## config.mk

```make
export PLATFORM = sky130hd
export DESIGN_NAME = imem_loader
export DESIGN_NICKNAME = d
export VERILOG_FILES = /design/src/rtl/imem_loader.sv
export SDC_FILE = /design/constraint.sdc
export NUM_CORES = 1
export LEC_CHECK = 0
export BUFFER_PORTS_ARGS = -buffer_cell sky130_fd_sc_hd__buf_2
export CORE_MARGIN = 2
export CORE_UTILIZATION = 56
export CTS_CLUSTER_SIZE = 30
export DETAILED_ROUTE_END_ITERATION = 8
export PLACE_DENSITY = 0.9
export RECOVER_POWER = 100
export SLEW_MARGIN = 10
export SYNTH_ARGS = -nofsm -noshare
export SYNTH_HDL_FRONTEND = slang
export SYNTH_SLANG_ARGS = --single-unit
```

## constraint.sdc

```tcl
create_clock -name clk -period 3.4 [get_ports clk]
set_input_delay 0.34 -clock clk [delete_from_list [all_inputs] [get_ports clk]]
set_output_delay 0.34 -clock clk [all_outputs]
set_load 0.05 [all_outputs]
```

## src/rtl/imem_loader.sv

```systemverilog
// Byte-stream program loader: packs 4 bytes MSB-first per word, writes words from address 0,
// holds the CPU until the END word is written. Optional NOP fill above END: IMEM_LOADER_PAD_EN.
module imem_loader #(
  parameter int          ADDR_W   = 8,
  parameter logic [31:0] END_WORD = 32'hFFFF_FFFF,
  parameter logic [31:0] NOP_WORD = 32'hF800_0000
) (
  input  logic              clk,
  input  logic              rst_n,
  input  logic              start,
  input  logic              byte_valid,
  input  logic [7:0]        byte_data,
  output logic              byte_ready,
  output logic              we,
  output logic [ADDR_W-1:0] waddr,
  output logic [31:0]       wdata,
  output logic              cpu_hold,
  output logic              done,
  output logic              err_overflow,
  output logic [ADDR_W:0]   word_count
);

  localparam logic [ADDR_W-1:0] LAST_ADDR = {ADDR_W{1'b1}};

`ifdef IMEM_LOADER_PAD_EN
  typedef enum logic [2:0] {
    S_IDLE  = 3'd0,
    S_RECV  = 3'd1,
    S_WRITE = 3'd2,
    S_PAD   = 3'd3,
    S_DONE  = 3'd4
  } state_t;
`else
  typedef enum logic [2:0] {
    S_IDLE  = 3'd0,
    S_RECV  = 3'd1,
    S_WRITE = 3'd2,
    S_DONE  = 3'd4
  } state_t;
`endif

  state_t              state_r, state_n;
  logic [1:0]          cnt_r, cnt_n;
  logic [31:0]         sh_r, sh_n;
  logic [ADDR_W-1:0]   addr_r, addr_n;
  logic [ADDR_W:0]     wc_r, wc_n;
  logic                err_r, err_n;
  logic                byte_ready_r, we_r, cpu_hold_r, done_r;
  logic [ADDR_W-1:0]   waddr_r;
  logic [31:0]         wdata_r;
  logic                pad_n;

  // Next-state and datapath updates; a byte is taken only while in RECV (byte_ready high).
  always_comb begin
    state_n = state_r;
    cnt_n   = cnt_r;
    sh_n    = sh_r;
    addr_n  = addr_r;
    wc_n    = wc_r;
    err_n   = err_r;
    case (state_r)
      S_IDLE, S_DONE: begin
        if (start) begin
          state_n = S_RECV;
          cnt_n   = 2'd0;
          sh_n    = 32'd0;
          addr_n  = {ADDR_W{1'b0}};
          wc_n    = {(ADDR_W+1){1'b0}};
          err_n   = 1'b0;
        end else begin
          state_n = state_r;
        end
      end
      S_RECV: begin
        if (byte_valid) begin
          sh_n  = {sh_r[23:0], byte_data};
          cnt_n = cnt_r + 2'd1;
          if (cnt_r == 2'd3) begin
            state_n = S_WRITE;
          end else begin
            state_n = S_RECV;
          end
        end else begin
          state_n = S_RECV;
        end
      end
      S_WRITE: begin
        wc_n = wc_r + {{ADDR_W{1'b0}}, 1'b1};
        if (sh_r == END_WORD) begin
`ifdef IMEM_LOADER_PAD_EN
          if (addr_r == LAST_ADDR) begin
            state_n = S_DONE;
          end else begin
            addr_n  = addr_r + {{(ADDR_W-1){1'b0}}, 1'b1};
            state_n = S_PAD;
          end
`else
          state_n = S_DONE;
`endif
        end else if (addr_r == LAST_ADDR) begin
          err_n   = 1'b1;
          state_n = S_DONE;
        end else begin
          addr_n  = addr_r + {{(ADDR_W-1){1'b0}}, 1'b1};
          state_n = S_RECV;
        end
      end
`ifdef IMEM_LOADER_PAD_EN
      S_PAD: begin
        if (addr_r == LAST_ADDR) begin
          state_n = S_DONE;
        end else begin
          addr_n  = addr_r + {{(ADDR_W-1){1'b0}}, 1'b1};
          state_n = S_PAD;
        end
      end
`endif
      default: begin
        state_n = S_IDLE;
      end
    endcase
  end

  // Decode of the NOP-fill state for the registered write data.
  always_comb begin
`ifdef IMEM_LOADER_PAD_EN
    if (state_n == S_PAD) begin
      pad_n = 1'b1;
    end else begin
      pad_n = 1'b0;
    end
`else
    pad_n = 1'b0;
`endif
  end

  // State, datapath and output registers; outputs are decoded from the next state so they line up with it.
  always_ff @(posedge clk or negedge rst_n) begin
    if (!rst_n) begin
      state_r      <= S_IDLE;
      cnt_r        <= 2'd0;
      sh_r         <= 32'd0;
      addr_r       <= {ADDR_W{1'b0}};
      wc_r         <= {(ADDR_W+1){1'b0}};
      err_r        <= 1'b0;
      byte_ready_r <= 1'b0;
      we_r         <= 1'b0;
      waddr_r      <= {ADDR_W{1'b0}};
      wdata_r      <= 32'd0;
      cpu_hold_r   <= 1'b1;
      done_r       <= 1'b0;
    end else begin
      state_r      <= state_n;
      cnt_r        <= cnt_n;
      sh_r         <= sh_n;
      addr_r       <= addr_n;
      wc_r         <= wc_n;
      err_r        <= err_n;
      byte_ready_r <= (state_n == S_RECV);
      we_r         <= (state_n == S_WRITE) || pad_n;
      waddr_r      <= addr_n;
      wdata_r      <= pad_n ? NOP_WORD : sh_n;
      cpu_hold_r   <= (state_n != S_DONE);
      done_r       <= (state_n == S_DONE);
    end
  end

  assign byte_ready   = byte_ready_r;
  assign we           = we_r;
  assign waddr        = waddr_r;
  assign wdata        = wdata_r;
  assign cpu_hold     = cpu_hold_r;
  assign done         = done_r;
  assign err_overflow = err_r;
  assign word_count   = wc_r;

endmodule
```

Yosys cells after proc, flatten, opt, wreduce, memory -nomap -nowiden. Index checks and enable logic that the tools add are counted.

Flip-flop bits (word level): 59. Bits in latches: 0. Memory bits (writable): 0. ROM bits: 0. Bits of input ports: 12. Output and inout port bits: 54. Word-level logic and storage cells: 58. Memories: 0.

$add $sub $neg: 3. Multipliers: 0. Div/mod/pow operators: 0. Magnitude comparators: 0. Equality and inequality tests: 15. Shift operators: 0. Multiplexer cells: 22. Bitwise operators: 0. Reductions and logical operators: 8.

Operators with widths (count): $mux 32 (2); $pmux 32 s2 (1); $eq 32x32->1 const B (1); $mux 8 (3); $pmux 9 s2 (1); $pmux 8 s2 (1); $mux 3 (4); $ne 2x2->1 const B (5); $add 9x1->9 const B (1); $mux 9 (1); $pmux 3 s3 (1); $add 8x1->8 const B (1); $eq 8x8->1 const B (1); $reduce_and 4->1 (2); $eq 3x1->1 const B (2); $eq 3x2->1 const B (2); $eq 3x3->1 const B (2); $mux 2 (3); $pmux 2 s2 (1); $reduce_bool 2->1 (2); $logic_not 3->1 (1); $mux 1 (3); $ne 3x3->1 const B (1); $reduce_and 3->1 (1); other kinds (5) (5).

Depth between registers and ports, before layout. Gate-level depths: netlist of run 1.

Depth after elaboration: 5. Mapped depth: 7. Gate-level depth less buffers: 6.

Least setup slack after synthesis of run 1. Ideal clock, no wire load.

Path type: reg2reg. Start: register, netlist name wdata[17]. End: register waddr_r[7] (netlist: waddr[7]). Library setup time: 0.077 ns. Arrival time: 1.815 ns. Data required time: 3.323 ns. Setup slack: 1.508 ns. Stages on the path, launching flop included: 7. Path buffers: 1. Period minus slack after synthesis: 1.892 ns. Cell sequence: dfrtp_1 -> nand4_1 -> nor4_2 -> a211oi_4 -> buf_6 -> a21bo_1 -> a21oi_1.

RTL lines: end signal: assignment (RTL line 148) `waddr_r <= {ADDR_W{1'b0}};`; end signal: assignment (RTL line 161) `waddr_r <= addr_n;`; end: declaration (RTL line 49) `logic [ADDR_W-1:0] waddr_r;`.

Worst setup path after layout of run 1.
Start: register state_r[0]. End: register cnt_r[0].

Word-level cells in the longest chain between the ends: 4. Elaborated cells on any way between the ends: 9. Those cells by class: eq/ne: 4; mux: 1; reduce/logical: 4.

RTL lines: start: declaration (RTL line 42) `state_t state_r, state_n;`; start signal: assignment (RTL line 153) `state_r <= state_n;`; $eq 3x3->1 or $logic_not 3->1 (tied branches) (RTL line 61) `case (state_r)`; $reduce_or 2->1 (RTL line 61); $ne 2x2->1 (no line) or $reduce_bool 2->1 (tied branches); $reduce_and 3->1 (no line); end signal: assignment (RTL line 154) `cnt_r <= cnt_n;`; end: declaration (RTL line 43) `logic [1:0] cnt_r, cnt_n;`.

Parallel ways exist; a longest one is shown, timed or not. A chain may end at the register's enable or synchronous reset.

==> results of run 1 <==
==> cell families (layout without fill, tap and decap cells) <==
kind of cell | count (synthesis) | after routing | share of synthesized area
AOI/OAI and AO/OA | 56 | 56 | 0.183
adders and majority gates | 3 | 3 | 0.0152
buffers and inverters | 12 | 86 | 0.0259
DFF | 59 | 59 | 0.599
muxes | 9 | 9 | 0.0370
and+or+nand+nor | 64 | 64 | 0.140
==> layout by cell type, fill, tap and decap left out, types with 3 or more instances in the layout <==
cell type	instances
clkbuf_1	58
a22o_1	34
ha_1	3
dfrtp_1	58
mux2i_1	8
clkbuf_8	9
nor2_1	10
nand2_1	18
nand3_1	7
a21oi_1	4
a31oi_1	3
buf_2	10
o21ai_0	7
nand4_1	14
==> worst max-delay path: stages (launching register included) <==
cell      delay (ns)
dfrtp_1         0.44
nand2_1         0.13
nor3_4          0.04
buf_4           0.25
nor2_1          0.16
clkbuf_1        1.07
mux2_2          0.35
==> state kept, by name, indices dropped and copies added (netlist names) <==
name / count
word_count: 9
err_overflow: 1
done: 1
cnt_r: 2
byte_ready: 1
state_r: 3
we: 1
cpu_hold: 1
waddr: 8
wdata: 32
==> where the power goes <==
group	internal, mW	switching, mW
Sequential	0.913	0.246
Clock	0.410	0.268
Combinational	0.272	0.960
==> through the flow <==
stage / utilization / cells / setup slack, ns
4_1_cts: 0.709 / 329 / 1.33
2_1_floorplan: - / 203 / 1.51
3_3_place_gp: 0.660 / 313 / 1.40
6_report: 0.690 / 329 / 0.887
5_1_grt: 0.690 / 329 / 0.718
3_5_place_dp: 0.660 / 313 / 1.34
==> layer usage <==
metal	global-route usage	routed length, um	part of all wire	up-vias
met5	0	0	0	-
met4	0.143	127	0.022	0
met3	0.0519	316	0.056	10
met2	0.349	2700	0.47	73
met1	0.355	2540	0.45	1000
li1	-	-	-	909
==> cell usage after synthesis (all sizes together) (2+ instances only) <==
library cell | instances | share of area
ha | 3 | 0.015
nor3 | 2 | 0.0061
nor2 | 10 | 0.015
inv | 2 | 0.0030
and2 | 2 | 0.0051
nand2b | 2 | 0.0051
or3b | 2 | 0.0071
clkbuf | 7 | 0.011
a31oi | 3 | 0.0076
mux2i | 8 | 0.032
o21bai | 2 | 0.0061
nand3 | 7 | 0.014
a22o | 34 | 0.12
o21ai | 7 | 0.014
nor3b | 2 | 0.0061
nand2 | 19 | 0.030
dfrtp | 58 | 0.59
a21oi | 4 | 0.0081
buf | 3 | 0.012
nand4 | 14 | 0.035
nor4 | 2 | 0.010
==> cell type report <==
class / count / share of cell area
sequential: 59 / 0.499
clock inverter: 5 / 0.0262
multi-input combinational: 132 / 0.313
clock buffer: 11 / 0.0444
inverter: 2 / 0.00253
tap: 52 / 0.0220
timing repair buffer: 68 / 0.0929
==> path summary, 6_finish.rpt <==
path                                           start                         to  slack [ns]  depth (start not counted)
min                                     byte_data[3]       wdata[3]$_DFFE_PN0P_        0.22                          2
max                             state_r[0]$_DFF_PN0_       cnt_r[0]$_DFFE_PN0P_        0.89                          6
max reg2reg                     state_r[0]$_DFF_PN0_       cnt_r[0]$_DFFE_PN0P_        0.89                          6
max in group asynchronous                      rst_n      wdata[24]$_DFFE_PN0P_        1.77                          2
min reg2reg                word_count[8]$_DFFE_PN0P_  word_count[8]$_DFFE_PN0P_        0.48                          1
min in group asynchronous                      rst_n       waddr[3]$_DFFE_PN0P_        0.48                          1
==> run_results.csv, run 1 <==
group,metric,value,unit
outcome,failed_checks,"capacitance limit, slew limit",
layout,fillers,342,
timing,fmax,398,MHz
global_routing,grt_pass1_wl,9140,um
timing,worst_pin_slew,1.79,ns
pwr,finalPower,3.07,mW
timing,final.period_utilization,0.739,
timing,finClkSkew,0.00589,ns
synthesis,yosys_warnings,0,
cts,clockRootBuffer,"clkbuf_8",
floorplanning,io_pins,66,
cts,cts_hold_buffers,0,
critical_path,crit_fanout,37,
cts,clkLatencyLatePin,0.34,ns
floorplanning,initial_core_util,0.575,
global_routing,grt.overflow.total,0,
drt,drtPass1Iterations,4,
timing,final-setup-viol-count,0,
floorplanning,die_h,70.4,um
layout,fin_nets,287,
global_routing,grt_usage,0.248,
critical_path,worstPathRequired,3.67,ns
synthesis,synth-seq-cells,59,
cts,post_cts_buffers,0,
drt,ant_nets,0,
place,place_congestion,0.800,
layout,stdcell_area,2960,um2
layout,seqCellArea,1480,um2
outcome,status,"finished, violations left",
cts,clk_pin_slew,0.06,ns
cts,cts-htree-levels,3,
critical_path,arrival,2.79,ns
pwr,p_leak,1.34,nW
global_routing,grt_max_degree,38,
synthesis,ys_types,35,
global_routing,grt_pass1_vias,1815,
synthesis,avgSynthCellArea,12.2,um2
timing,finalMaxSlewViolations,36,
synthesis,syn_nets,218,
synthesis,ys_async_sr_fraction,1.00,
floorplanning,core,4290,um2
floorplanning,die_w,70.4,um
run,cap_violations,1,
timing,hold_violations,0,
layout,multiInputGateArea,927,um2
timing,whs,0.215,ns
min_path,hold_path_class,"in2reg",
drt,drc,0,
cts,cts_resized,0,
pwr,ir_drop,0.712,mV
synthesis,syn_area,2470,um2
drt,via_per_inst,6.05,
pwr,p_per_area,1040,nW/um2
drt,vias,1992,
synthesis,synth-seq-area-share,0.599,
synthesis,synth_cells,203,
critical_path,crit_type,"reg2reg",
timing,period_minus_slack,2.51,ns
cts,cts_tree,"done",
place,portBuffers,65,
global_routing,antenna_found_initial,0,
layout,n_antenna_cell,0,
floorplanning,die_area,4960,um2
synthesis,synth-edff-count,0,
critical_path,setup.worst_path.start_class,"register",
drt,finalWirelength,5680,um
place,post-dp-hpwl,3750,um
layout,area_delta_synth_final,20.0,%
cts,cts_made_buffers,9,
drt,wl_per_cell,17.3,um
cts,cts_buffer_depth,2,
timing,fin_tns_setup,0,ns
synthesis,synth_flop_cell,"dfrtp_1",
layout,drive_gt1_frac,0.119,
cts,clock-sinks,59,
critical_path,cp-end-kind,"register",
timing,rsz0062_at_grt,"false",
timing,slew-limit-headroom,-0.194,
place,dpl-instance-area,2830,um2
drt,drt_iter0_markers,192,
floorplanning,rows,24,
Note: power is estimated with default switching activity, not from simulation.
==> run 2, diff against run 1 <==
Settings changed: ABC_AREA set to 1, CORE_UTILIZATION 56 to 48, PLACE_DENSITY 0.9 to 0.82.
Clock period 3.4 ns to 2.15 ns, I/O delays scaled along.
==> run 2 against run 1 <==
  * Utilization is 8.7 points lower
  * The flow now finishes without violations
  * Total power is 68% higher
  * Highest routed layer unchanged
  * Largest power group unchanged
  * Clock skew is 0.0062 ns higher
  * Non-clock buffer count is 5 higher
  * Die area is 28% higher
  * Sequential power is 53% higher
==> run_results.csv, run 2 <==
group,metric,value,unit
outcome,status,"completed",
drt,drtPass1Iterations,4,
drt,wl_per_cell,13.3,um
floorplanning,core,5510,um2
place,portBuffers,65,
timing,fmax,560,MHz
critical_path,worstPathRequired,2.38,ns
timing,finalMaxSlewViolations,0,
timing,worst_pin_slew,0.760,ns
floorplanning,io_pins,66,
floorplanning,initial_core_util,0.498,
synthesis,ys_types,25,
cts,cts_buffer_depth,2,
place,dpl-instance-area,3170,um2
synthesis,synth_top_family_by_area,"simple AND/OR/NAND/NOR gates",
layout,n_antenna_cell,0,
synthesis,synth_flop_cell,"dfrtp_1",
pwr,power.switching,2.63,mW
layout,largest_reg_flops,32,
critical_path,worst-r2r-cell-count,6,
synthesis,yosys_warnings,0,
floorplanning,rows,27,
drt,drc,0,
global_routing,grt_pass1_vias,2380,
timing,fin_tns_setup,0,ns
critical_path,max_stage_delay,0.43,ns
synthesis,synth-edff-count,0,
critical_path,critPathMostFrequentCell,"nand2_1",
pwr,ir_drop,1.07,mV
synthesis,avgSynthCellArea,8.14,um2
min_path,hold_depth,3,
pwr,p_int,2.52,mW
drt,finalWirelength,6510,um
synthesis,ys_async_sr_fraction,1.00,
synthesis,yosys.area_share.simple,0.274,
min_path,hold_path_class,"in2reg",
critical_path,crit_type,"reg2reg",
pwr,power_frac_clock,0.222,
synthesis,synth_area_leaders,"dfrtp_1 53%, nand2_1 13%, inv_1 5.9%",
cts,clk_pin_slew,0.08,ns
place,post-dp-hpwl,4720,um
synthesis,synth.top_cells.by_count,"93 x nand2_1, 58 x dfrtp_1, 43 x inv_1, 34 x nor2_1, 30 x nand3_1",
drt,drt_iter0_markers,224,
layout,fin_nets,426,
timing,final-setup-viol-count,0,
synthesis,synth_area_leader_cell,"dfrtp_1",
drt,via_per_inst,5.16,
synthesis,yosysMostFrequentCell,"nand2_1",
critical_path,crit_buf_inv,1,
drt,vias,2518,
pwr,seq_power_share,0.346,
global_routing,grt.overflow.total,0,
pwr,p_leak,1.51,nW
global_routing,grt_usage,0.225,
timing,period_minus_slack,1.78,ns
synthesis,syn_nets,352,
global_routing,grt_max_degree,35,
layout,final_common_cell,"nand2_1",
synthesis,synth-seq-cells,59,
timing,hold_violations,0,
layout,final_cell_mix,"93 x nand2_1, 58 x dfrtp_1, 57 x clkbuf_1",
layout,drive_gt1_frac,0.0841,
cts,cts_made_buffers,9,
timing,setup_slack,0.365,ns
layout,area_delta_synth_final,21.1,%
place,dp_slack,0.485,ns
pwr,p_per_area,1550,nW/um2
critical_path,cp.depth,6,
synthesis,synth_cells,337,
synthesis,syn_area,2740,um2
cts,clkLatencyLatePin,0.35,ns
critical_path,cpLargestDelayFamily,"simple AND/OR/NAND/NOR gates",
cts,cts_resized,0,
run,cap_violations,0,
place,place_congestion,0.910,
synthesis,synth_compound_gate_area_share,0.0912,
floorplanning,die_area,6330,um2
timing,slew-limit-headroom,0.493,
cts,cts_tree,"done",
synthesis,muxShareOfSynthArea,0.00365,
cts,clockRootBuffer,"clkbuf_8",
critical_path,crit_fanout,17,
synthesis,synth-xor-area-share,0.00319,
synthesis,yosys.area.top_type_share,0.529,
critical_path,worstPathCellList,"nor3_2, inv_1, nand2_2, nand3_2, nand2_1, nand2_1",
critical_path,cp-end-kind,"register",
cts,clock-sinks,59,
timing,finClkSkew,0.0121,ns
global_routing,antenna_found_initial,0,
global_routing,grt_pass1_wl,11000,um
floorplanning,die_w,79.6,um
timing,rsz0062_at_grt,"false",
synthesis,synth-seq-area-share,0.539,
pwr,pwr-share-comb,0.431,
critical_path,setup.worst_path.start_class,"register",
critical_path,arrival,2.01,ns
drt,ant_nets,0,
critical_path,crit_slowest_cell,"dfrtp_1",
synthesis,synthAdderAreaFrac,0.0137,
layout,stdcell_area,3320,um2
cts,cts-htree-levels,3,
pwr,sw_frac_of_total,0.511,
floorplanning,die_h,79.6,um
timing,final.period_utilization,0.830,
-- run 2: worst paths after layout --
kind | from | endpoint | slack [ns]
worst max register to register | state_r[2]$_DFF_PN0_ | waddr[7]$_DFFE_PN0P_ | 0.37
worst min-delay path | byte_data[2] | wdata[2]$_DFFE_PN0P_ | 0.1
max in group asynchronous | rst_n | wdata[3]$_DFFE_PN0P_ | 0.68
worst min register to register | cnt_r[0]$_DFFE_PN0P_ | cnt_r[0]$_DFFE_PN0P_ | 0.50
min in group asynchronous | rst_n | word_count[6]$_DFFE_PN0P_ | 0.40
worst max-delay path | state_r[2]$_DFF_PN0_ | waddr[7]$_DFFE_PN0P_ | 0.37
-- run 2: kinds of logic after synthesis --
kind of cell	after synthesis
AND/OR/NAND/NOR	176
multiplexers	1
flip-flops	59
AO/OA/AOI/OAI	43
buffers and inverters	54
adder cells (fa/ha/maj)	3
XOR/XNOR	1
-- run 2: final cells by class --
type	count	area, um2
Inverter	44	165
Fill cell	520	2190
Timing Repair Buffer	73	307
Sequential cell	59	1480
Clock buffer	9	124
Multi-Input combinational cell	224	1060
Tap cell	72	90.1
Clock inverter	7	100
-- run 2: power by group through the flow --
stage | Sequential [mW] | Combinational, mW | Clock [mW]
global placement | 1.78 | 2.29 | 0
floorplan | 2.88 | 0.621 | 0
detailed placement | 1.80 | 2.33 | 0
finish | 1.78 | 2.22 | 1.14
CTS | 1.78 | 2.34 | 1.15
global route | 1.83 | 2.39 | 1.21
-- run 2: stage by stage --
step,util,std cells,hold WS (ns),total power [mW]
2_1_floorplan,-,337,-0.0806,3.50
3_3_place_gp,0.575,471,0.246,4.07
4_1_cts,0.618,488,0.0964,5.28
5_1_grt,0.603,488,0.133,5.43
3_5_place_dp,0.575,471,0.248,4.13
6_report,0.603,488,0.0967,5.15
-- run 2: per-layer routing --
| metal | routed length, um | up-vias | global-route usage |
|---|---|---|---|
| met5 | 0 | - | 0 |
| met4 | 166 | 0 | 0.114 |
| met3 | 459 | 15 | 0.0520 |
| met2 | 3020 | 101 | 0.342 |
| met1 | 2860 | 1153 | 0.302 |
| li1 | - | 1249 | - |
-- run 2: repair_timing --
item                                    CTS  global route
setup buffers                             0             0
endpoints found under the setup margin    0             0
endpoints found under the hold margin    24             0
hold buffers                              1             0
-- run 2: worst min-delay path: cells and delay by family --
kind | cells | cell delay, ns
and+or+nand+nor | 1 | 0.06
buffers and inverters | 1 | 0.07
AOI/OAI and AO/OA | 1 | 0.06
==> run 3, diff against run 2 <==
Settings changed: CORE_UTILIZATION 48 to 53, PLACE_DENSITY 0.82 to 0.85.
Clock period 2.15 ns to 1.67 ns, I/O delays scaled along.
==> run 3 against run 2 <==
  * Via count increased by 4.5%
  * Total power up 32%
  * Utilization up 6.7 points
  * Die area shrank 9.0%
  * Sequential power increased by 31%
==> run_results.csv, run 3 (synthesis results as in run 2) <==
group,metric,value,unit
outcome,status,"completed",
timing,worst_pin_slew,0.778,ns
layout,drive_gt1_frac,0.103,
timing,setup_slack,0.121,ns
floorplanning,io_pins,66,
timing,fmax,646,MHz
place,dp_slack,0.110,ns
floorplanning,die_area,5770,um2
global_routing,grt_usage,0.248,
critical_path,crit_fanout,9,
pwr,ir_drop,1.41,mV
critical_path,r2r_start,"state_r[1]$_DFF_PN0_",
timing,period_minus_slack,1.55,ns
global_routing,antenna_found_initial,0,
drt,drc,0,
drt,wl_per_cell,13.9,um
timing,hold_violations,0,
place,place_congestion,0.827,
cts,cts_buffer_depth,2,
critical_path,worstPathRequired,1.93,ns
global_routing,grt.overflow.total,0,
layout,fin_nets,429,
critical_path,setup.worst_path.start_class,"register",
cts,clk_pin_slew,0.06,ns
drt,drt_iter0_markers,148,
global_routing,grt_pass1_vias,2411,
timing,finalMaxSlewViolations,0,
min_path,min_from,"byte_data[7]",
cts,clock-sinks,59,
timing,slew-limit-headroom,0.481,
pwr,p_leak,1.55,nW
pwr,p_per_area,2010,nW/um2
floorplanning,die_h,75.9,um
timing,fin_tns_setup,0,ns
layout,n_antenna_cell,0,
cts,clkLatencyLatePin,0.35,ns
drt,vias,2631,
drt,finalWirelength,6790,um
floorplanning,rows,26,
cts,cts_tree,"done",
drt,ant_nets,0,
timing,final-setup-viol-count,0,
min_path,hold_path_class,"in2reg",
timing,whs,0.0614,ns
run,cap_violations,0,
critical_path,crit_type,"reg2reg",
layout,area_delta_synth_final,23.2,%
floorplanning,initial_core_util,0.544,
timing,finClkSkew,0.00693,ns
critical_path,arrival,1.81,ns
cts,cts-htree-levels,3,
layout,fillers,445,
layout,final_common_cell,"nand2_1",
layout,largest_reg_flops,32,
place,dpl-instance-area,3200,um2
critical_path,cp-end-kind,"register",
place,post-dp-hpwl,4810,um
global_routing,grt_max_degree,60,
layout,stdcell_area,3380,um2
timing,rsz0062_at_grt,"false",
place,portBuffers,65,
floorplanning,die_w,75.9,um
drt,via_per_inst,5.38,
layout,final_cell_mix,"93 x nand2_1, 56 x dfrtp_1, 55 x clkbuf_1",
timing,final.period_utilization,0.928,
global_routing,grt_pass1_wl,11200,um
cts,clockRootBuffer,"clkbuf_8",
floorplanning,core,5040,um2
cts,cts_made_buffers,9,
critical_path,crit_start,"state_r[1]$_DFF_PN0_",
drt,drtPass1Iterations,4,
layout,utilization,0.670,
==> run 3: changes by cell type in the layout (fill, tap and decap cells not counted), sizes merged <==
cell	change
buf	+3
bufinv	+1
clkbuf	+2
clkinv	+1
clkinvlp	-3
inv	-1
==> run 3: routing by layer <==
| layer | GRT usage | vias up | share of wire |
|---|---|---|---|
| met5 | 0 | - | 0 |
| met4 | 0.111 | 0 | 0.027 |
| met3 | 0.0595 | 22 | 0.070 |
| met2 | 0.410 | 107 | 0.50 |
| met1 | 0.312 | 1237 | 0.40 |
| li1 | - | 1265 | - |
==> run 3: per-stage QoR <==
stage               power, mW  std cells
detailed placement       5.35        471
finish                   6.80        489
CTS                      6.94        488
floorplan                4.51        337
global route             7.12        489
global placement         5.27        471
==> run 3: report_power, final <==
group          switching, mW  internal (mW)
Combinational           2.35          0.533
Sequential             0.446           1.89
Clock                  0.558           1.03
==> run 3: cell type report <==
| class | instances | area, um2 | area share |
|---|---|---|---|
| Sequential cell | 59 | 1480 | 0.438 |
| Multi-Input combinational cell | 224 | 1060 | 0.315 |
| Timing Repair Buffer | 76 | 338 | 0.100 |
| Inverter | 44 | 168 | 0.0496 |
| Clock buffer | 11 | 141 | 0.0419 |
| Clock inverter | 5 | 100 | 0.0296 |
| Tap cell | 70 | 87.6 | 0.0259 |
==> run 3: worst paths after layout <==
path / to / slack, ns / cells after the start
setup / recovery: err_overflow$_DFFE_PN0P_ / 0.12 / 6
hold / removal: wdata[7]$_DFFE_PN0P_ / 0.06 / 3
setup reg to reg: err_overflow$_DFFE_PN0P_ / 0.12 / 6
hold reg to reg: cnt_r[0]$_DFFE_PN0P_ / 0.49 / 1
max in group asynchronous: waddr[0]$_DFFE_PN0P_ / 0.57 / 3
min in group asynchronous: word_count[2]$_DFFE_PN0P_ / 0.55 / 3
==> run 3: worst max-delay path, cell delays in order, from the launching register on <==
cell and delay (ns):
dfrtp_1 0.41, inv_1 0.10, nor3_4 0.28, clkbuf_4 0.20, clkbuf_2 0.21, nand3b_1 0.12
a21oi_1 0.15
==> run 3: what timing repair did <==
action | CTS | global route
endpoints found under the setup margin | 0 | 8
setup buffers | 0 | 1
hold endpoints to repair | 58 | 0
hold buffers | 1 | 0
gates resized for setup | 0 | 2
